--- src/rtl/feeder_pkg.sv ---
// feeder_pkg: shared timer state encoding and dispenser-controller state codes.
// Also provides the reload floor helper used by the interval timer.
package feeder_pkg;

    typedef enum logic [2:0] {
        S_IDLE,
        S_RELOAD,
        S_COUNT,
        S_HOLD,
        S_SENSE
    } timer_state_t;

    localparam logic [1:0] FS_WAIT  = 2'b01;
    localparam logic [1:0] FS_SENSE = 2'b00;
    localparam logic [1:0] FS_DISP  = 2'b10;
    localparam logic [1:0] FS_BAD   = 2'b11;

    function automatic logic [15:0] at_least_one(input logic [15:0] v);
        return (v == 16'd0) ? 16'd1 : v;
    endfunction

endpackage

--- src/rtl/tick_prescaler.sv ---
// tick_prescaler: divides clk into a one-cycle tick every CLK_DIV cycles.
// clr restarts the phase so the first tick lands CLK_DIV cycles after release.
module tick_prescaler #(
    parameter int CLK_DIV = 50_000_000
) (
    input  logic clk,
    input  logic reset,
    input  logic clr,
    output logic tick
);
    localparam int W = (CLK_DIV > 1) ? $clog2(CLK_DIV) : 1;
    localparam logic [W-1:0] LAST = W'(CLK_DIV - 1);

    logic [W-1:0] r_cnt;

    assign tick = (r_cnt == LAST) && !clr;

    always_ff @(posedge clk) begin
        if (reset || clr)
            r_cnt <= '0;
        else
            r_cnt <= (r_cnt == LAST) ? '0 : r_cnt + 1'b1;
    end
endmodule

--- src/rtl/feed_interval_timer.sv ---
// feed_interval_timer: counts the automatic feed interval in ticks, then
// holds and times the sensor window, flagging a sticky timeout.
module feed_interval_timer
    import feeder_pkg::*;
#(
    parameter int          CLK_DIV      = 50_000_000,
    parameter logic [15:0] DEF_INTERVAL = 16'd3600,
    parameter logic [15:0] DEF_WINDOW   = 16'd60
) (
    input  logic        clk,
    input  logic        reset,
    input  logic        modo,
    input  logic [1:0]  fsm_state,
    input  logic        load,
    input  logic [15:0] interval_in,
    input  logic [15:0] window_in,
    output logic [15:0] cont,
    output logic        expired,
    output logic        timeout
);
    timer_state_t r_state;
    logic [15:0]  r_cont, r_interval, r_window, r_win_cnt;
    logic         r_expired, r_timeout;
    logic         w_tick, w_clr;
    logic [15:0]  w_interval, w_window;

    assign w_clr      = (r_state == S_IDLE) || (r_state == S_RELOAD);
    assign w_interval = load ? interval_in : r_interval;
    assign w_window   = load ? window_in : r_window;
    assign cont       = r_cont;
    assign expired    = r_expired;
    assign timeout    = r_timeout;

    tick_prescaler #(.CLK_DIV(CLK_DIV)) u_prescaler (
        .clk  (clk),
        .reset(reset),
        .clr  (w_clr),
        .tick (w_tick)
    );

    always_ff @(posedge clk) begin
        if (reset) begin
            r_state    <= S_IDLE;
            r_cont     <= DEF_INTERVAL;
            r_interval <= DEF_INTERVAL;
            r_window   <= DEF_WINDOW;
            r_win_cnt  <= DEF_WINDOW;
            r_expired  <= 1'b0;
            r_timeout  <= 1'b0;
        end else begin
            r_expired <= 1'b0;
            if (load) begin
                r_interval <= interval_in;
                r_window   <= window_in;
            end
            if (!modo) begin
                r_state <= S_IDLE;
            end else begin
                case (r_state)
                    S_IDLE: r_state <= S_RELOAD;
                    S_RELOAD: begin
                        r_cont    <= at_least_one(w_interval);
                        r_win_cnt <= at_least_one(w_window);
                        r_state   <= S_COUNT;
                    end
                    S_COUNT: begin
                        if (w_tick && fsm_state == FS_WAIT && r_cont != 16'd0) begin
                            r_cont <= r_cont - 16'd1;
                            if (r_cont == 16'd1) begin
                                r_state   <= S_HOLD;
                                r_expired <= 1'b1;
                            end
                        end
                    end
                    S_HOLD: begin
                        r_cont  <= 16'd0;
                        r_state <= (fsm_state == FS_SENSE) ? S_SENSE :
                                   (fsm_state == FS_DISP)  ? S_RELOAD : S_HOLD;
                    end
                    S_SENSE: begin
                        r_cont <= 16'd0;
                        if (fsm_state == FS_DISP) begin
                            r_state <= S_RELOAD;
                        end else if (w_tick && fsm_state != FS_BAD && r_win_cnt != 16'd0) begin
                            r_win_cnt <= r_win_cnt - 16'd1;
                            if (r_win_cnt == 16'd1)
                                r_timeout <= 1'b1;
                        end
                    end
                    default: r_state <= S_IDLE;
                endcase
            end
            // A load in the same cycle as a timeout set wins and clears it.
            if (load)
                r_timeout <= 1'b0;
        end
    end
endmodule

--- config.mk ---
export PLATFORM = sky130hd
export DESIGN_NAME = feed_interval_timer
export DESIGN_NICKNAME = d
export VERILOG_FILES = /design/src/rtl/feeder_pkg.sv /design/src/rtl/tick_prescaler.sv /design/src/rtl/feed_interval_timer.sv
export SDC_FILE = /design/constraint.sdc
export NUM_CORES = 1
export LEC_CHECK = 0
export CAP_MARGIN = 25
export CORE_AREA = 2 2 122 124
export DETAILED_ROUTE_END_ITERATION = 10
export DIE_AREA = 0 0 124 126
export PLACE_DENSITY = 0.59
export REMOVE_ABC_BUFFERS = 1
export SLEW_MARGIN = 20
export SYNTH_ARGS = -nofsm -noshare
export SYNTH_HDL_FRONTEND = slang
export SYNTH_HIERARCHICAL = 1
export SYNTH_SLANG_ARGS = --single-unit
--- constraint.sdc ---
create_clock -name clk -period 2.6 [get_ports clk]
set_input_delay 0.26 -clock clk [delete_from_list [all_inputs] [get_ports clk]]
set_output_delay 0.26 -clock clk [all_outputs]
set_load 0.01 [all_outputs]
# Yosys cells after proc, flatten, opt, wreduce, memory -nomap -nowiden
# Index checks and enable logic that the tools add are counted.
classes:
  order_cmp: 0
  n_reduce_logical: 25
  muxes: 16
  shifts: 0
  n_addsub: 3
  div_mod_pow: 0
  bitwise: 4
  mul: 0
  eq_ne: 15
ops:
  columns: ["op", "n"]
  rows:
  - ["$mux W16", 7]
  - ["$pmux W16 S3", 1]
  - ["$eq A16 B1 Y1 const B", 2]
  - ["$logic_not A16 Y1", 2]
  - ["$pmux W16 S2", 1]
  - ["$reduce_bool A16 Y1", 2]
  - ["$sub A16 B1 Y16 const B", 2]
  - ["$add A26 B1 Y26 const B", 1]
  - ["$eq A26 B26 Y1 const B", 1]
  - ["$pmux W3 S5", 1]
  - ["$mux W3", 4]
  - ["$ne A2 B2 Y1 const B", 6]
  - ["$reduce_or A2 Y1", 4]
  - ["$eq A3 B2 Y1 const B", 2]
  - ["$reduce_and A3 Y1", 2]
  - ["$logic_and A1 B1 Y1", 5]
  - ["$reduce_and A5 Y1", 1]
  - ["$not A1 Y1", 4]
  - ["$reduce_and A4 Y1", 1]
  - ["$reduce_or A4 Y1", 1]
  - ["$eq A3 B1 Y1 const B", 1]
  - ["$eq A3 B3 Y1 const B", 1]
  - ["$logic_not A3 Y1", 1]
  - ["$reduce_bool A3 Y1", 1]
  - ["other kinds (8)", 9]
word_totals:
  ff_bits: 95
  mem_count: 0
  latch_bits: 0
  wordCells: 71
  mem_bits_rw: 0
  mem_bits_ro: 0
  out_inout_bits: 18
  in_bits: 38

# Longest topological paths before layout
# Gate-level depths: netlist of run 1.
depth:
  depth_word: 9
  depth_mapped: 11
  mapped_depth_nobuf: 9

# Hierarchy
# Netlist of run 1, hierarchy kept.
by_module_without_submodules:
  columns: ["module", "instances", "area_each_um2", "seq_area_each_um2", "cells_each"]
  rows:
  - ["feed_interval_timer", 1, 3689.8, 1381.3, 448]
  - ["tick_prescaler", 1, 1217.4, 520.5, 141]

# Least setup slack after synthesis of run 1
# No wires, ideal clock.
synth_timing:
  kind: "flip-flop to flip-flop"
  from: "register u_prescaler.r_cnt[0]"
  to: "register r_win_cnt[10]"
  slack_ps: -130
  period_less_slack_ps: 2730
  path_stages_with_launch: 12
  required_time_ps: 2530
  path_buffers: 2
  t_arrival_ps: 2659
  setup_time_ps: 70
  path_cell_list: "dfxtp_1 -> ha_1 -> and3_1 -> clkbuf_1 -> nand4_2 -> nor4_1 -> nor4bb_1 -> o21ai_0 -> a41oi_1 -> clkbuf_1 -> o311ai_1 -> a21oi_1"
synth_between:
  elab_chain_cells: 6
synth_lines:
  columns: ["element", "line", "rtl"]
  rows:
  - ["start: declaration", "tick_prescaler.sv:14", "logic [W-1:0] r_cnt;"]
  - ["start signal: assignment", "tick_prescaler.sv:22", "r_cnt <= (r_cnt == LAST) ? '0 : r_cnt + 1'b1;"]
  - ["$eq A26 B26 Y1", "tick_prescaler.sv:16", "assign tick = (r_cnt == LAST) && !clr;"]
  - ["$logic_and A1 B1 Y1", "tick_prescaler.sv:16", null]
  - ["via w_tick", "feed_interval_timer.sv:24", "logic w_tick, w_clr;"]
  - ["$logic_and A1 B1 Y1 (2 in series)", "feed_interval_timer.sv:84", "end else if (w_tick && fsm_state != FS_BAD && r_win_cnt != 16'd0) begin"]
  - ["$ne A2 B2 Y1 (no line)", null, null]
  - ["$reduce_and A4 Y1 (no line)", null, null]
  - ["end signal: assignment", "feed_interval_timer.sv:63", "r_win_cnt <= at_least_one(w_window);"]
  - ["end signal: assignment", "feed_interval_timer.sv:85", "r_win_cnt <= r_win_cnt - 16'd1;"]
  - ["end: declaration", "feed_interval_timer.sv:22", "logic [15:0] r_cont, r_interval, r_window, r_win_cnt;"]
# The timed path passes the listed nets, and every way through them passes these cells.
# A chain may end at the register's enable or synchronous reset.

# Final worst setup path of run 1
layout_timing:
  from: "register r_cont[13], in the netlist cont[13]"
  to: "register r_cont[4], in the netlist cont[4]"
layout_between:
  elab_chain_cells: 4
layout_lines:
  columns: ["element", "line", "rtl"]
  rows:
  - ["start: declaration", "feed_interval_timer.sv:22", null]
  - ["start signal: assignment", "feed_interval_timer.sv:62", "r_cont <= at_least_one(w_interval);"]
  - ["start signal: assignment", "feed_interval_timer.sv:68", "r_cont <= r_cont - 16'd1;"]
  - ["$reduce_bool A16 Y1", "feed_interval_timer.sv:67", "if (w_tick && fsm_state == FS_WAIT && r_cont != 16'd0) begin"]
  - ["$logic_and A1 B1 Y1", "feed_interval_timer.sv:67", null]
  - ["$ne A2 B2 Y1 (no line)", null, null]
  - ["$reduce_and A3 Y1 (no line)", null, null]
# No other way between the ends.

==> flow_summary.yaml, run 1 <==
global_routing:
  grt_util_all_layers_pct: 17.7
  antenna_found_initial: 0
  gr-total-overflow: 0
  first_global_vias: 4598
  grt_pass1_wl_mm: 22.2
  grt_max_degree: 35
logic_synthesis:
  ys_warn_count: 6
  synth_edf_count: 0
  syn-instance-count: 589
  synth_cell_types: 68
  synth.avg_cell_area_um2: 8.33
  async_reset_ff_share_pct: 0
  synth_seq_area_share_pct: 38.8
  synth_area_leader_cell: "dfxtp_1"
  synthTopCellsByArea: "dfxtp_1, mux2i_1, nor2_1, a21oi_1, nand2_1"
  synth_top_area_share_pct: 38.8
  ys_ff_latch: 95
  synth_flop_cell: "dfxtp_1"
  synthesis.area_um2: 4910
timing:
  finalClockSkew_ns: 0.00883
  tightest_slew_ns: 0.796
  fmax_mhz: 404
  finalSetupViolations: 0
  finalHoldViolCount: 0
  final.setup.tns_ns: 0
  slew_headroom_pct: 46.4
  final.period_utilization_pct: 95.1
  slew_viol_final: 0
  period_needed_ns: 2.47
  grt_setup_unrepaired: "no"
place:
  io_buffers: 55
  place_congestion: 0.899
  hpwl_mm: 9.60
  place_inst: 831
cells_and_area:
  nNetsFinal: 703
  final_cells: 847
  fillers: 1470
  area_delta_synth_final_pct: 25.0
  layout.area.seq_um2: 1900
  diodes: 0
  drive_above_1_share_pct: 11.9
  multi_input_comb_area_um2: 2840
clock_network:
  cts_max_path_buffers: 2
  clk_root_buffer_cell: "clkbuf_16"
  clkTransAtPathRegs_ns: 0.07
  cts_tree: "built"
  htreeDepth: 3
  clk_latency_ns: 0.35
  cts_made_buffers: 9
  cts_sinks: 95
setup_path:
  critPathLaunch: "cont[13]"
  crit_arrival_ns: 2.71
  path_max_fanout: 12
  critPathMostFrequentCell: "or4_4"
  path_cells: "or4_4 -> or4_4 -> o2111ai_4 -> nand2_4 -> a221o_1"
  r2r_start: "cont[13]"
  worstPathRequired_ns: 2.84
  cpPeakStageDelay_ns: 0.56
  crit_path_end_kind: "flop"
  critical_path_class: "reg -> reg"
  slowest_stage: "or4_4"
  start_kind: "flop"
drt:
  vias_per_cell: 5.54
  highest_layer: "met4"
  vias: 4689
  ant_nets: 0
  wl_per_cell_um: 16.0
  dr_wl_met2_mm: 6.25
  drt_iter0_drc: 263
  route.detailed.drc: 0
  routedLengthMet1_mm: 6.29
  drt-total-wl_mm: 13.5
  dr_wl_met3_um: 722
  first_pass_iters: 5
floorplan:
  initial_utilization_pct: 34.3
  core_um2: 14300
  row_count: 44
  dieArea_um2: 15600
  num_io_pins: 56
  die-width_um: 124
  die_height_um: 126
power:
  power_density_nw_per_um2: 530
  ir_drop_v: 0.000262
  p_leak_uw: 0.00217
flow_run:
  drv_cap: 0
outcome:
  status: "finished clean"
hold_path:
  holdCritPathClass: "in -> reg"
  min_from: "reset"
==> cell families after synthesis <==
| kind of cell | after synthesis | synth area share (%) |
|---|---|---|
| xor+xnor | 12 | 2.14 |
| fa+ha+maj | 6 | 1.53 |
| mux | 32 | 6.58 |
| buf+inv | 47 | 4.18 |
| simple gates | 244 | 25.8 |
| flops | 95 | 38.8 |
| compound gates | 153 | 21.0 |
==> Yosys cell counts, types with 3 or more instances <==
| master | number |
|---|---|
| a21oi_1 | 48 |
| a221o_1 | 4 |
| a22oi_1 | 6 |
| a31oi_1 | 9 |
| a41oi_1 | 3 |
| and2_1 | 5 |
| and3_1 | 4 |
| buf_2 | 8 |
| clkbuf_1 | 19 |
| dfxtp_1 | 95 |
| ha_1 | 6 |
| inv_1 | 15 |
| mux2i_1 | 30 |
| nand2_1 | 49 |
| nand2b_1 | 4 |
| nand3_1 | 18 |
| nand4_1 | 11 |
| nor2_1 | 73 |
| nor2b_1 | 5 |
| nor3_1 | 17 |
| nor3b_1 | 3 |
| nor4_1 | 12 |
| o211ai_1 | 3 |
| o21a_1 | 4 |
| o21ai_0 | 32 |
| o22ai_1 | 4 |
| o31ai_1 | 6 |
| o32a_1 | 3 |
| o32ai_1 | 15 |
| or3_1 | 11 |
| or4_1 | 12 |
| or4_4 | 3 |
| xnor2_1 | 8 |
| xor2_1 | 4 |
==> final cells by class <==
type,instances,area share [%]
clock buffers,10,3.90
multi-input cells,447,46.3
inverters,16,0.979
repair buffers,90,13.2
flip-flops and latches,95,31.0
clock inverters,5,0.939
well taps,184,3.75
==> worst max-delay path, delay by kind of cell, from the launching register on <==
kind / cells / cell delay (ns)
simple gates: 3 / 1.23
flops: 1 / 0.34
compound gates: 2 / 0.79
==> repair_timing <==
item / in CTS / in global routing
buffers inserted: 0 / 0
endpoints found under the setup margin: 4 / 28
cloned: 0 / 1
pin swaps: 0 / 1
endpoints found under the hold margin: 0 / 0
hold buffers: 0 / 0
gates resized for setup: 2 / 10
==> cell usage in the layout (no fill, tap or decap), drive strengths merged, types with 5 or more instances in the layout <==
cell,n
nor2,74
inv,17
nand3,19
nand2,50
or3,11
nand4,12
xnor2,8
nor2b,5
and2,6
a22oi,6
nor3,17
nor4,13
o21ai,32
mux2i,30
a21oi,49
ha,6
o32ai,15
a31oi,9
o31ai,7
clkdlybuf4s50,53
or4,15
buf,36
clkbuf,11
dfxtp,95
==> power by group <==
group          switching [uW]  total (uW)  internal, uW
Clock                     569        1340           768
Combinational             205         377           172
Sequential               34.7        1540          1500
Total                     809        3250          2440
==> through the flow <==
| step | total power (uW) | utilization [%] | setup WS [ns] | hold slack [ns] | instance area [um2] |
|---|---|---|---|---|---|
| global placement | 1930 | 40.4 | 0.0495 | 0.465 | 5790 |
| finish | 3250 | 42.8 | 0.127 | 0.338 | 6130 |
| floorplan | 1750 | - | -0.129 | 0.325 | 4760 |
| CTS | 3290 | 42.6 | 0.0809 | 0.333 | 6090 |
| detailed placement | 1940 | 40.4 | -0.0283 | 0.475 | 5790 |
| global route | 3390 | 42.8 | 0.00316 | 0.377 | 6130 |
==> routing by layer <==
metal / global-route usage, % / up-vias
li1: - / 2334
met1: 23.2 / 2212
met2: 28.8 / 125
met3: 3.03 / 18
met4: 7.01 / 0
met5: 0 / -
==> final timing paths <==
kind | to | slack, ns | cells after the start
min | r_interval[8] | 0.34 | 2
max reg2reg | cont[4] | 0.13 | 5
max | cont[4] | 0.13 | 5
min reg2reg | cont[15] | 0.49 | 2
==> registers in the layout, indices dropped and copies added, names as in the netlist <==
name / cells
u_prescaler/r_cnt: 26
cont: 16
expired: 1
r_window: 16
r_state: 3
r_interval: 16
r_win_cnt: 16
timeout: 1
No activity file was read; power rests on OpenSTA's default activity.
==> run 2, diff against run 1 <==
Settings changed: SETUP_SLACK_MARGIN from default to 0.4.
==> run 2 against run 1 <==
Sequential share of layout area fell by 2.6 points. Via count increased by 4.7%. Sequential cell count is the same. Critical path type unchanged. Largest cell class unchanged.
==> flow_summary.yaml, run 2 (synthesis gave the netlist of run 1 again) <==
setup_path:
  path_max_fanout: 5
  start_kind: "flop"
  r2r_start: "cont[10]"
  crit_family: "simple AND/OR/NAND/NOR gates"
  critical_path_class: "reg -> reg"
  worstPathRequired_ns: 2.84
  critPathLaunch: "cont[10]"
  crit_arrival_ns: 2.65
  path_cells: "or4_4 -> or4_4 -> o2111ai_4 -> nand2_4 -> a221o_1"
  critical_path_buf_inv_count: 0
  slowest_stage: "or4_4"
  cpPeakStageDelay_ns: 0.60
  crit_path_end_kind: "flop"
  critPathMostFrequentCell: "or4_4"
cells_and_area:
  area_delta_synth_final_pct: 37.0
  final_core_util_pct: 47.0
  finalInstanceArea_um2: 6720
  regMostFlops: "u_prescaler/r_cnt"
  fillers: 1400
  nNetsFinal: 731
  diodes: 0
  drive_above_1_share_pct: 23.7
  mostFrequentLayoutCell: "dfxtp_1"
  final_cell_mix: "dfxtp_1, nor2_1, clkdlybuf4s50_1"
  final_cells: 875
  largest_register_ffs: 26
clock_network:
  htreeDepth: 3
  clk_latency_ns: 0.36
  cts_made_buffers: 9
  cts_tree: "built"
  cts_sinks: 95
  cts_hold_buf: 0
  clk_root_buffer_cell: "clkbuf_16"
  cts_max_path_buffers: 2
  clkTransAtPathRegs_ns: 0.07
drt:
  vias: 4909
  first_pass_iters: 6
  drt_iter0_drc: 332
  wl_per_cell_um: 16.7
  vias_per_cell: 5.61
  drt-total-wl_mm: 14.6
  route.detailed.drc: 0
  ant_nets: 0
hold_path:
  min_from: "reset"
  holdCritPathClass: "in -> reg"
floorplan:
  initial_utilization_pct: 34.3
  die_height_um: 126
  die-width_um: 124
  num_io_pins: 56
  dieArea_um2: 15600
  row_count: 44
  core_um2: 14300
global_routing:
  grt_util_all_layers_pct: 18.7
  grt_pass1_wl_mm: 23.3
  gr-total-overflow: 0
  first_global_vias: 4748
  antenna_found_initial: 0
  grt_max_degree: 35
power:
  p_leak_uw: 0.00237
  power_density_nw_per_um2: 493
  ir_drop_v: 0.000270
outcome:
  status: "finished clean"
flow_run:
  drv_cap: 0
place:
  pre_cts_slack_ns: -0.0283
  place_congestion: 0.899
  place_area_um2: 5790
  place_inst: 831
  hpwl_mm: 9.60
  io_buffers: 55
timing:
  whs_ns: 0.363
  fmax_mhz: 415
  period_needed_ns: 2.41
  finalHoldViolCount: 0
  slew_headroom_pct: 50.0
  setup_ws_ns: 0.193
  final.period_utilization_pct: 92.6
  finalSetupViolations: 0
  finalClockSkew_ns: 0.00821
  tightest_slew_ns: 0.743
  grt_setup_unrepaired: "yes"
  slew_viol_final: 0
==> run 2: metal layers <==
layer | share of wire, % | GRT usage (%) | up-vias
met5 | 0 | 0 | -
met4 | 2.0 | 7.40 | 0
met3 | 4.9 | 3.85 | 22
met2 | 48 | 30.5 | 119
met1 | 45 | 23.9 | 2365
li1 | - | - | 2403
==> run 2: worst reg2reg max path, cell delays in order, from the launching register on <==
cell and delay (ns):
dfxtp_2 0.34, or4_4 0.53, or4_4 0.60, o2111ai_4 0.34
nand2_4 0.12, a221o_1 0.37
==> run 2: report_power, final <==
group          leakage [uW]  switching, uW  internal (uW)  total [uW]
registers          0.000777           36.9           1500        1540
clock network      0.000149            578            768        1350
logic               0.00144            236            193         429
total               0.00237            851           2460        3320
==> run 2: area by class of cell <==
type | count | area (um2) | share of cell area [%]
clock inverters | 5 | 57.6 | 0.856
repair buffers | 115 | 1020 | 15.2
inverters | 16 | 60.1 | 0.894
clock buffers | 10 | 239 | 3.56
well taps | 184 | 230 | 3.43
flip-flops and latches | 95 | 1910 | 28.5
multi-input cells | 450 | 3200 | 47.6
==> run 2: worst paths after layout <==
check | end | slack (ns) | depth (start not counted)
setup / recovery | cont[4] | 0.19 | 5
setup reg to reg | cont[4] | 0.19 | 5
hold reg to reg | r_win_cnt[10] | 0.49 | 2
hold / removal | r_interval[7] | 0.36 | 2
==> run 2: repair_timing <==
action / 4_1_cts / 5_1_grt
endpoints found under the setup margin: 34 / 37
endpoints found under the hold margin: 0 / 0
gates resized for setup: 52 / 54
setup buffers: 10 / 15
pin swaps: 16 / 28
gates cloned: 3 / 1
==> run 2: through the flow <==
step	total power [uW]	setup TNS, ns
finish	3320	0
global route	3450	0
CTS	3310	0
detailed placement	1940	-0.0425
global placement	1930	0
floorplan	1750	-1.17
